===== src/rtl/booth_pkg.sv =====
// Shared types for the radix-4 Booth multiplier.
// Holds the FSM state type and digit flag encodings.
package booth_pkg;

  typedef enum logic [1:0] {
    IDLE,
    CALC,
    DONE
  } state_t;

  typedef struct packed {
    logic neg;
    logic one;
    logic two;
  } digit_t;

  localparam digit_t DIG_ZERO = '{neg: 1'b0, one: 1'b0, two: 1'b0};
  localparam digit_t DIG_P1   = '{neg: 1'b0, one: 1'b1, two: 1'b0};
  localparam digit_t DIG_P2   = '{neg: 1'b0, one: 1'b0, two: 1'b1};
  localparam digit_t DIG_M1   = '{neg: 1'b1, one: 1'b1, two: 1'b0};
  localparam digit_t DIG_M2   = '{neg: 1'b1, one: 1'b0, two: 1'b1};

endpackage


===== src/rtl/booth_r4_recode.sv =====
// Radix-4 Booth digit recoder (combinational).
// Ports: bits[2:0] = {y[2i+1], y[2i], y[2i-1]}; neg/one/two digit flags out.
module booth_r4_recode
  import booth_pkg::*;
(
  input  logic [2:0] bits,
  output logic       neg,
  output logic       one,
  output logic       two
);

  digit_t d;

  always_comb begin
    d = DIG_ZERO;
    unique case (bits)
      3'b000:  d = DIG_ZERO;
      3'b001:  d = DIG_P1;
      3'b010:  d = DIG_P1;
      3'b011:  d = DIG_P2;
      3'b100:  d = DIG_M2;
      3'b101:  d = DIG_M1;
      3'b110:  d = DIG_M1;
      default: d = DIG_ZERO;
    endcase
  end

  assign neg = d.neg;
  assign one = d.one;
  assign two = d.two;

endmodule


===== src/rtl/booth_mul_r4.sv =====
// Sequential radix-4 Booth multiplier, signed or unsigned operands.
// Ports: clk, rst (async high), start, x, y, tc in; z, valid, busy out.
module booth_mul_r4
  import booth_pkg::*;
#(
  parameter int WIDTH = 8
) (
  input  logic               clk,
  input  logic               rst,
  input  logic               start,
  input  logic [WIDTH-1:0]   x,
  input  logic [WIDTH-1:0]   y,
  input  logic               tc,
  output logic [2*WIDTH-1:0] z,
  output logic               valid,
  output logic               busy
);

  localparam int N    = WIDTH / 2 + 1;
  localparam int EW   = WIDTH + 2;
  localparam int ACCW = 2 * WIDTH + 4;
  localparam int CW   = $clog2(N + 1);
  localparam logic [CW-1:0] LAST = CW'(N - 1);

  if ((WIDTH % 2) != 0 || WIDTH < 4) begin : g_bad_width
    $error("booth_mul_r4: WIDTH must be even and >= 4");
  end

  state_t          state;
  logic [EW-1:0]   mcand;
  logic [EW:0]     mplier;
  logic [ACCW-1:0] acc;
  logic [CW-1:0]   cnt;

  logic            neg;
  logic            one;
  logic            two;
  logic [ACCW-1:0] mc_ext;
  logic [ACCW-1:0] mag;
  logic [ACCW-1:0] pp;
  logic [ACCW-1:0] acc_nxt;

  // Low three bits of the shifting multiplier form the current window;
  // bit 0 starts as the implicit zero below the LSB.
  booth_r4_recode u_rec (
    .bits (mplier[2:0]),
    .neg  (neg),
    .one  (one),
    .two  (two)
  );

  always_comb begin
    mc_ext  = {{(ACCW-EW){mcand[EW-1]}}, mcand};
    mag     = '0;
    if (two)
      mag = mc_ext << 1;
    else if (one)
      mag = mc_ext;
    pp      = neg ? (~mag + 1'b1) : mag;
    acc_nxt = acc + (pp << {cnt, 1'b0});
  end

  always_ff @(posedge clk or posedge rst) begin
    if (rst) begin
      state  <= IDLE;
      mcand  <= '0;
      mplier <= '0;
      acc    <= '0;
      cnt    <= '0;
      z      <= '0;
      valid  <= 1'b0;
    end else begin
      unique case (state)
        IDLE: begin
          valid <= 1'b0;
          if (start) begin
            mcand  <= tc ? {{2{x[WIDTH-1]}}, x}
                         : {2'b00, x};
            mplier <= tc ? {{2{y[WIDTH-1]}}, y, 1'b0}
                         : {2'b00, y, 1'b0};
            acc    <= '0;
            cnt    <= '0;
            state  <= CALC;
          end
        end
        CALC: begin
          acc    <= acc_nxt;
          mplier <= mplier >> 2;
          cnt    <= cnt + 1'b1;
          if (cnt == LAST) begin
            z     <= acc_nxt[2*WIDTH-1:0];
            valid <= 1'b1;
            state <= DONE;
          end
        end
        DONE: begin
          valid <= 1'b0;
          state <= IDLE;
        end
        default: begin
          valid <= 1'b0;
          state <= IDLE;
        end
      endcase
    end
  end

  assign busy = (state != IDLE);

endmodule


===== config.mk =====
export PLATFORM = sky130hd
export DESIGN_NAME = booth_mul_r4
export DESIGN_NICKNAME = d
export VERILOG_FILES = /design/src/rtl/booth_pkg.sv /design/src/rtl/booth_r4_recode.sv /design/src/rtl/booth_mul_r4.sv
export SDC_FILE = /design/constraint.sdc
export NUM_CORES = 1
export LEC_CHECK = 0
export ABC_AREA = 1
export CAP_MARGIN = 10
export CORE_MARGIN = 2
export CORE_UTILIZATION = 35
export CTS_BUF_LIST = sky130_fd_sc_hd__clkbuf_8
export DETAILED_ROUTE_END_ITERATION = 10
export PLACE_DENSITY_LB_ADDON = 0.12
export SETUP_SLACK_MARGIN = 0.02
export SLEW_MARGIN = 5
export SYNTH_ARGS = -nofsm -noshare
export SYNTH_HDL_FRONTEND = slang
export SYNTH_SLANG_ARGS = --single-unit

===== constraint.sdc =====
create_clock -name clk -period 5.3 [get_ports clk]
set_input_delay 1.06 -clock clk [delete_from_list [all_inputs] [get_ports clk]]
set_output_delay 1.06 -clock clk [all_outputs]
set_load 0.02 [all_outputs]

Word-level counts from Yosys, hierarchy flattened
Cells that the tools add are included.
Operators by class
  eq/ne operators: 10
  mux-type cells: 17
  shift operators: 1
  bitwise operators: 1
  add/subtract/negate cells: 3
  reduce and logical (&&, ||, !) cells: 9
Operators by type and width (count)
  $mux W20: 4
  $pmux W20 S2: 1
  $mux W11: 2
  $pmux W11 S2: 1
  $add A20 B1 Y20 const B: 1
  $add A20 B20 Y20: 1
  $not A20 Y20: 1
  $shl A20 B4 Y20: 1
  $eq A3 B3 Y1 const B: 4
  $pmux W3 S4: 1
  $mux W10: 1
  $reduce_and A2 Y1: 4
  $eq A3 B2 Y1 const B: 2
  $pmux W3 S2: 1
  $mux W2: 2
  $ne A2 B2 Y1 const B: 2
  $pmux W2 S2: 1
  $reduce_bool A2 Y1: 2
  $reduce_or A2 Y1: 2
  $add A3 B1 Y3 const B: 1
  $eq A3 B1 Y1 const B: 1
  $mux W3: 1
  $eq A2 B1 Y1 const B: 1
  $logic_not A2 Y1: 1
  $mux W1: 2
Storage, ports and cells
  register bits after elaboration: 63
  output and inout bits: 18
  logic and storage cells: 48

Logic depth before layout (Yosys ltp)
Gate-level depths: netlist of run 1.
  depth in word-level cells: 11
  mapped depth: 30
  mapped depth without buffers: 30

Cells and area by module
A second synthesis of run 1 with hierarchy kept.
Unflattened totals
  cells, all modules: 499
  area total of the unflattened synthesis: 3708.6 µm²
Modules (own cells, without submodules)
  booth_mul_r4: instances 1, area each 3671.0 µm², sequential area each 1426.4 µm², cells an instance 490
  booth_r4_recode: instances 1, area each 37.5 µm², sequential area each 0.0 µm², cells an instance 9

Worst setup path before layout of run 1
Ideal clock, no wire load.
  kind: register to register
  start point: register mplier[1]
  end point: register acc[13]
  stages on the path, launching flop included: 28
  period minus slack after synthesis: 3451 ps
  setup slack: 1849 ps
  data arrival time: 3316 ps
  data required time: 5165 ps
  path through: dfrtp_1 > nand2_2 > clkinv_2 > nor2_8 > nand2_2 > nand2_1 > inv_2 > ha_1 > a21oi_1 > xnor2_1 > inv_1 > nand2_1 > o21ai_1 > o21ai_1 > nor2_1 > ha_1 > inv_1 > nor3_1 > nand2_1 > o211ai_1 > nand3_1 > nand2_1 > nand3_1 > nand2_1 > nand3_1 > nand2_1 > xor2_1 > o21ai_0
Between the ends
  cells in the longest elaborated chain, start to end: 11
Ends and longest elaborated chain
  start: declaration: line booth_mul_r4.sv:31  | logic [EW:0] mplier;
  start signal: assignment: line booth_mul_r4.sv:79  | mplier <= tc ? {{2{y[WIDTH-1]}}, y, 1'b0}
  start signal: assignment: line booth_mul_r4.sv:88  | mplier <= mplier >> 2;
  $eq A3 B3 Y1, or another cell as far along: line booth_r4_recode.sv:16  | unique case (bits)
  $reduce_or A2 Y1 (no source line)
  $pmux W3 S4 *: line booth_r4_recode.sv:16
  $mux W20: line booth_mul_r4.sv:57  | else if (one)
  $mux W20: line booth_mul_r4.sv:55  | if (two)
  $not A20 Y20: line booth_mul_r4.sv:59  | pp = neg ? (~mag + 1'b1) : mag;
  $add A20 B1 Y20: line booth_mul_r4.sv:59
  $mux W20 *: line booth_mul_r4.sv:59
  $shl A20 B4 Y20 *: line booth_mul_r4.sv:60  | acc_nxt = acc + (pp << {cnt, 1'b0});
  $add A20 B20 Y20 *: line booth_mul_r4.sv:60
  $pmux W20 S2 *: line booth_mul_r4.sv:73  | unique case (state)
  end signal: assignment: line booth_mul_r4.sv:87  | acc <= acc_nxt;
  end: declaration: line booth_mul_r4.sv:32  | logic [ACCW-1:0] acc;
Mark *: on every way between the ends. The rest lies on a longest branch, timed or not.
A chain may end at the register's enable or synchronous reset.

Final worst setup path of run 1
  start point: register mplier[0]
  end point: register acc[13]
Same word-level chain as after synthesis.

==> out/results.ini, run 1 <==
[clock_tree]
ctsHoldBuffers=0
clock_tree.htree_level_count=3
numCtsBuffers=9
cts-root-buf=clkbuf_8
cts_post_setup_buffers_inserted=0
cts_sinks=57
worstSkewPairLatency_ns=0.35
ctsResizeCount=0
clockBufferDepth=2
cts_tree=done
clk_pin_slew_ns=0.07

[floorplanning]
pin_count=38
die_height_um=107
start_util_pct=35.8
die_area_um2=11300
core_um2=10300
std_cell_rows=37
die_x_um=107

[sta]
fmax_mhz=253
setup_viol=0
rsz0062_at_grt=false
skew_ns=0.0111
min_period_over_period_pct=74.6
relSlewSlack_pct=50.3
drv_slew=0
hold_violations=0
fin_tns_setup_ns=0
worstMarginPinSlew_ns=0.746
layout_min_cycle_time_ns=3.95

[placed_design]
dp_hpwl_um=6700
port_buffers=37
gp_congestion=0.887

[run]
drv_cap=0

[finish]
fill_cells=1083
multi_input_area_um2=2020
area_growth_pct=20.6
regArea_um2=1430
nNetsFinal=563
antenna_cells=0
drive_above_1_share_pct=10.0

[worst_setup_path]
cpMaxStageDelayCell=dfrtp_1
critPathLaunchType=register
cp.arrival_ns=4.15
worstPathMaxFanout=9
worstPathRequired_ns=5.50
end_kind=register
path_class=reg2reg
slowest_delay_ns=0.45
cp_common_cell=nand2_1

[drt]
firstDrtPassIters=4
vias=3306
drt_iter0_drc=146
ant_nets=0
drcViolationCount=0
wl_per_cell_um=13.6
via_per_inst=4.97
routed_wl_um=9030

[yosys]
netlist_top_cells_area=dfrtp_1 39%, nand2_1 13%, ha_1 6.1%, o21ai_0 5.7%, nand3_1 5.0%
synth-edff-count=0
synth_top_area_cell=dfrtp_1
syn_avg_cell_area_um2=7.55
synth.most_common_cell=nand2_1
netlist_instances=487
yosys_warnings=0
synth_fp_nets=526
synth_flop_cell=dfrtp_1
ys_ff_latch=57
post-synth-top-area-fraction_pct=38.8
syn-cell-area_um2=3680
yosysUniqueCellTypes=38
postSynth.asyncResetShare_pct=100
yosysSeqAreaShare_pct=38.8
synth_common_cells=124 x nand2_1, 57 x dfrtp_1, 42 x o21ai_0

[run_status]
run_status=finished clean

[hold_path]
min_path_type=reg2reg

[grt]
grt_pass1_vias=3390
gr-total-overflow=0
grt_max_degree=58
antenna_found_initial=0
grtUsageTotal_pct=18.0
grt_pass1_wl_um=16200

## worst paths after layout
kind / from / endpoint / depth (start not counted) / slack, ns
worst max-delay path: mplier[0] / acc[13] / 27 / 1.35
worst max register to register: mplier[0] / acc[13] / 27 / 1.35
max in group asynchronous: rst / acc[13] / 3 / 3.56
min in group asynchronous: rst / mplier[7] / 3 / 1.21
worst min-delay path: z[7] / z[7] / 2 / 0.48
worst min register to register: z[7] / z[7] / 2 / 0.48
## through the flow
step	hold WS (ns)	utilization [%]	instance area (µm²)	setup slack, ns	cells
floorplan	0.453	-	3680	1.85	487
global placement	0.465	40.8	4190	1.41	649
detailed placement	0.470	40.8	4190	1.32	649
CTS	0.489	43.1	4430	1.31	665
global route	0.506	43.1	4430	0.803	665
finish	0.481	43.1	4430	1.35	665
## metal layers
layer,vias to the layer above,global-route usage (%),wire [µm],share of wire [%]
met5,-,0,0,0
met4,0,6.68,198,2.2
met3,18,3.68,378,4.2
met2,65,30.4,4220,47
met1,1529,22.7,4230,47
li1,1694,-,-,-
## area by class of cell
cell class	count	area share, %
Tap cell	136	3.84
Timing Repair Buffer	41	9.03
Clock inverter	6	2.37
Sequential cell	57	32.2
Inverter	46	3.92
Multi-Input combinational cell	369	45.6
Clock buffer	10	3.10
## cells by family (layout without fill, tap and decap cells)
logic type	Yosys count	after routing	synth area share, %
AOI/OAI and AO/OA	100	100	16.0
buffers and inverters	61	103	6.26
and+or+nand+nor	232	232	27.9
muxes	1	1	0.272
adders and majority gates	19	19	6.67
DFF	57	57	38.8
xor gates and xnor gates	17	17	4.05
## placed cells by master, fill, tap and decap left out, types with 11 or more instances in the layout
master / instances
nor2_1: 36
inv_1: 39
nand3_1: 37
nand2_1: 124
nand2_2: 11
clkdlybuf4s50_1: 37
dfrtp_1: 57
o21ai_0: 42
a21oi_1: 23
ha_1: 18
## sequential cells by signal, summed over array words and instances (netlist names)
| signal | cells |
|---|---|
| z | 16 |
| state | 2 |
| cnt | 3 |
| mcand | 9 |
| valid | 1 |
| acc | 16 |
| mplier | 10 |
## worst max-delay path: cells and delay by family (launching register included)
family	cells	cell delay (ns)
AOI/OAI and AO/OA	5	0.71
xor gates and xnor gates	2	0.30
adders and majority gates	2	0.58
buffers and inverters	4	0.31
DFF	1	0.45
and+or+nand+nor	14	1.42
Power of run 1 is left out: the tool's default activity adds up to more than one toggle a clock period on the data nets, which glitch-free logic cannot reach.
==> run 2: changes to the inputs <==
- clock period: 5.3 -> 3.4 ns (I/O delays scaled with it)
==> run 2 against run 1 <==
Compared with the run above: critical path depth down 7; largest cell class unchanged; die area unchanged; sequential share of layout area fell by 6.1 points; non-clock buffer count grew 83; worst setup slack lost 1.5 ns; first-iteration DRC count is 1.4% lower; cell area rose by 24%; global-route usage rose by 0.15 points; the run now ends with setup timing left; cell count is 12% higher; sequential cell count unchanged; hold slack improved by 0.0024 ns.
==> out/results.ini, run 2 (synthesis results as in run 1) <==
[hold_path]
hold_start=z[9]
min_path_type=reg2reg

[placed_design]
gp_congestion=0.825
preCtsSetupSlack_ns=-0.270
dp_hpwl_um=7220
port_buffers=37

[run]
drv_cap=0

[drt]
vias=3646
drt_iter0_drc=144
via_per_inst=4.87
wl_per_cell_um=13.7
routed_wl_um=10300
drcViolationCount=0
ant_nets=0
firstDrtPassIters=4

[worst_setup_path]
cp_common_cell=nor2_4
critPathLaunchType=register
crit_family=compound AO/OA/AOI/OAI gates
cp.arrival_ns=3.82
cpMaxStageDelayCell=dfrtp_2
worstPathMaxFanout=5
worstPathRequired_ns=3.65
end_kind=register
path_class=reg2reg
crit_chain=nor2_4, nor2_8, buf_12, nand2_8, nand3_4, buf_6, nor2_4, nand3_4, nor2_4, nand2_2, a21boi_4, o211ai_1, o21ai_2, ha_1, a21o_1, a21oi_2, nor2_1, a211oi_2, nand3_1, a32o_1
crit_start=mplier[0]
r2r-start=mplier[0]
slowest_delay_ns=0.46
cp_num_buf_inv=2

[finish]
fill_cells=991
drive_above_1_share_pct=34.2
antenna_cells=0
area_growth_pct=49.3
final_common_cell=nand2_1
nNetsFinal=646
top_regs=acc: 16 flops, z: 16 flops, mplier: 10 flops
final_cell_mix=114 x nand2_1, 81 x buf_4, 55 x dfrtp_1
final_util_pct=53.4

[sta]
rsz0062_at_grt=true
hold_violations=0
setup_slack_ns=-0.177
setup_viol=15
relSlewSlack_pct=53.0
drv_slew=0
finalHoldWorstSlack_ns=0.483
min_period_over_period_pct=105
worstMarginPinSlew_ns=0.700
layout_min_cycle_time_ns=3.58
fmax_mhz=280
skew_ns=0.0153

[grt]
grtUsageTotal_pct=18.2
antenna_found_initial=0
grt_max_degree=30
grt_pass1_wl_um=16400
gr-total-overflow=0
grt_pass1_vias=3525

[floorplanning]
start_util_pct=35.8
die_x_um=107
core_um2=10300
die_height_um=107
std_cell_rows=37
die_area_um2=11300
pin_count=38

[clock_tree]
cts_sinks=57
cts-root-buf=clkbuf_8
clockBufferDepth=2
worstSkewPairLatency_ns=0.35
cts_tree=done
clk_pin_slew_ns=0.08
numCtsBuffers=9
clock_tree.htree_level_count=3

[run_status]
run_status=complete, but fails checks
violations=setup timing

## run 2: changes by cell type in the layout (fill, tap and decap cells not counted), moves of 8 or more
| cell | delta |
|---|---|
| a21oi_1 | -12 |
| a21oi_2 | +11 |
| buf_4 | +77 |
| nand2_1 | -10 |
| nand3_1 | -9 |
| nor2_1 | -9 |
| o21ai_0 | -17 |
| o21ai_1 | +8 |
| o21ai_2 | +8 |
## run 2: final timing paths
check / to / slack (ns) / depth (start not counted)
min reg2reg: z[9] / 0.48 / 2
min: z[9] / 0.48 / 2
max in group asynchronous: z[5] / 2.05 / 3
max reg2reg: acc[14] / -0.18 / 20
min in group asynchronous: mplier[5] / 0.74 / 2
max: acc[14] / -0.18 / 20
## run 2: repair_timing
item / 4_1_cts / 5_1_grt
pin swaps: 13 / 56
setup endpoints to repair: 16 / 22
hold buffers: 0 / 0
setup buffers: 6 / 12
hold endpoints to repair: 0 / 0
resized for setup: 18 / 93
## run 2: cell type report
type                            count  area [µm²]  area share (%)
Multi-Input combinational cell    369        2460            44.8
Inverter                           46         180            3.28
Timing Repair Buffer              124        1060            19.4
Clock inverter                      7        63.8            1.16
Clock buffer                        9         124            2.26
Sequential cell                    57        1430            26.0
Tap cell                          136         170            3.10
## run 2: stage by stage
stage	instance area, µm²	setup TNS [ns]	instances
2_1_floorplan	3700	-0.0226	487
3_3_place_gp	4710	-1.87	714
3_5_place_dp	4710	-2.50	714
4_1_cts	5010	-0.773	736
5_1_grt	5490	-5.61	748
6_report	5490	-1.43	748
## run 2: routing by layer
layer	up-vias	track usage, %	wire [µm]	part of all wire [%]
met1	1717	22.5	4580	45
met5	-	0	0	0
met4	0	7.42	238	2.3
met3	19	3.19	238	2.3
li1	1857	-	-	-
met2	53	31.2	5200	51
## run 2: worst register-to-register path, cell delays in order (launching register included)
cell and delay [ns]:
dfrtp_2 0.46, nor2_4 0.18, nor2_8 0.06, buf_12 0.13, nand2_8 0.07, nand3_4 0.08, buf_6 0.13, nor2_4 0.13
nand3_4 0.11, nor2_4 0.14, nand2_2 0.06, a21boi_4 0.14, o211ai_1 0.27, o21ai_2 0.12, ha_1 0.35, a21o_1 0.22
a21oi_2 0.15, nor2_1 0.06, a211oi_2 0.24, nand3_1 0.14, a32o_1 0.24
Power of run 2 is left out for the same reason.
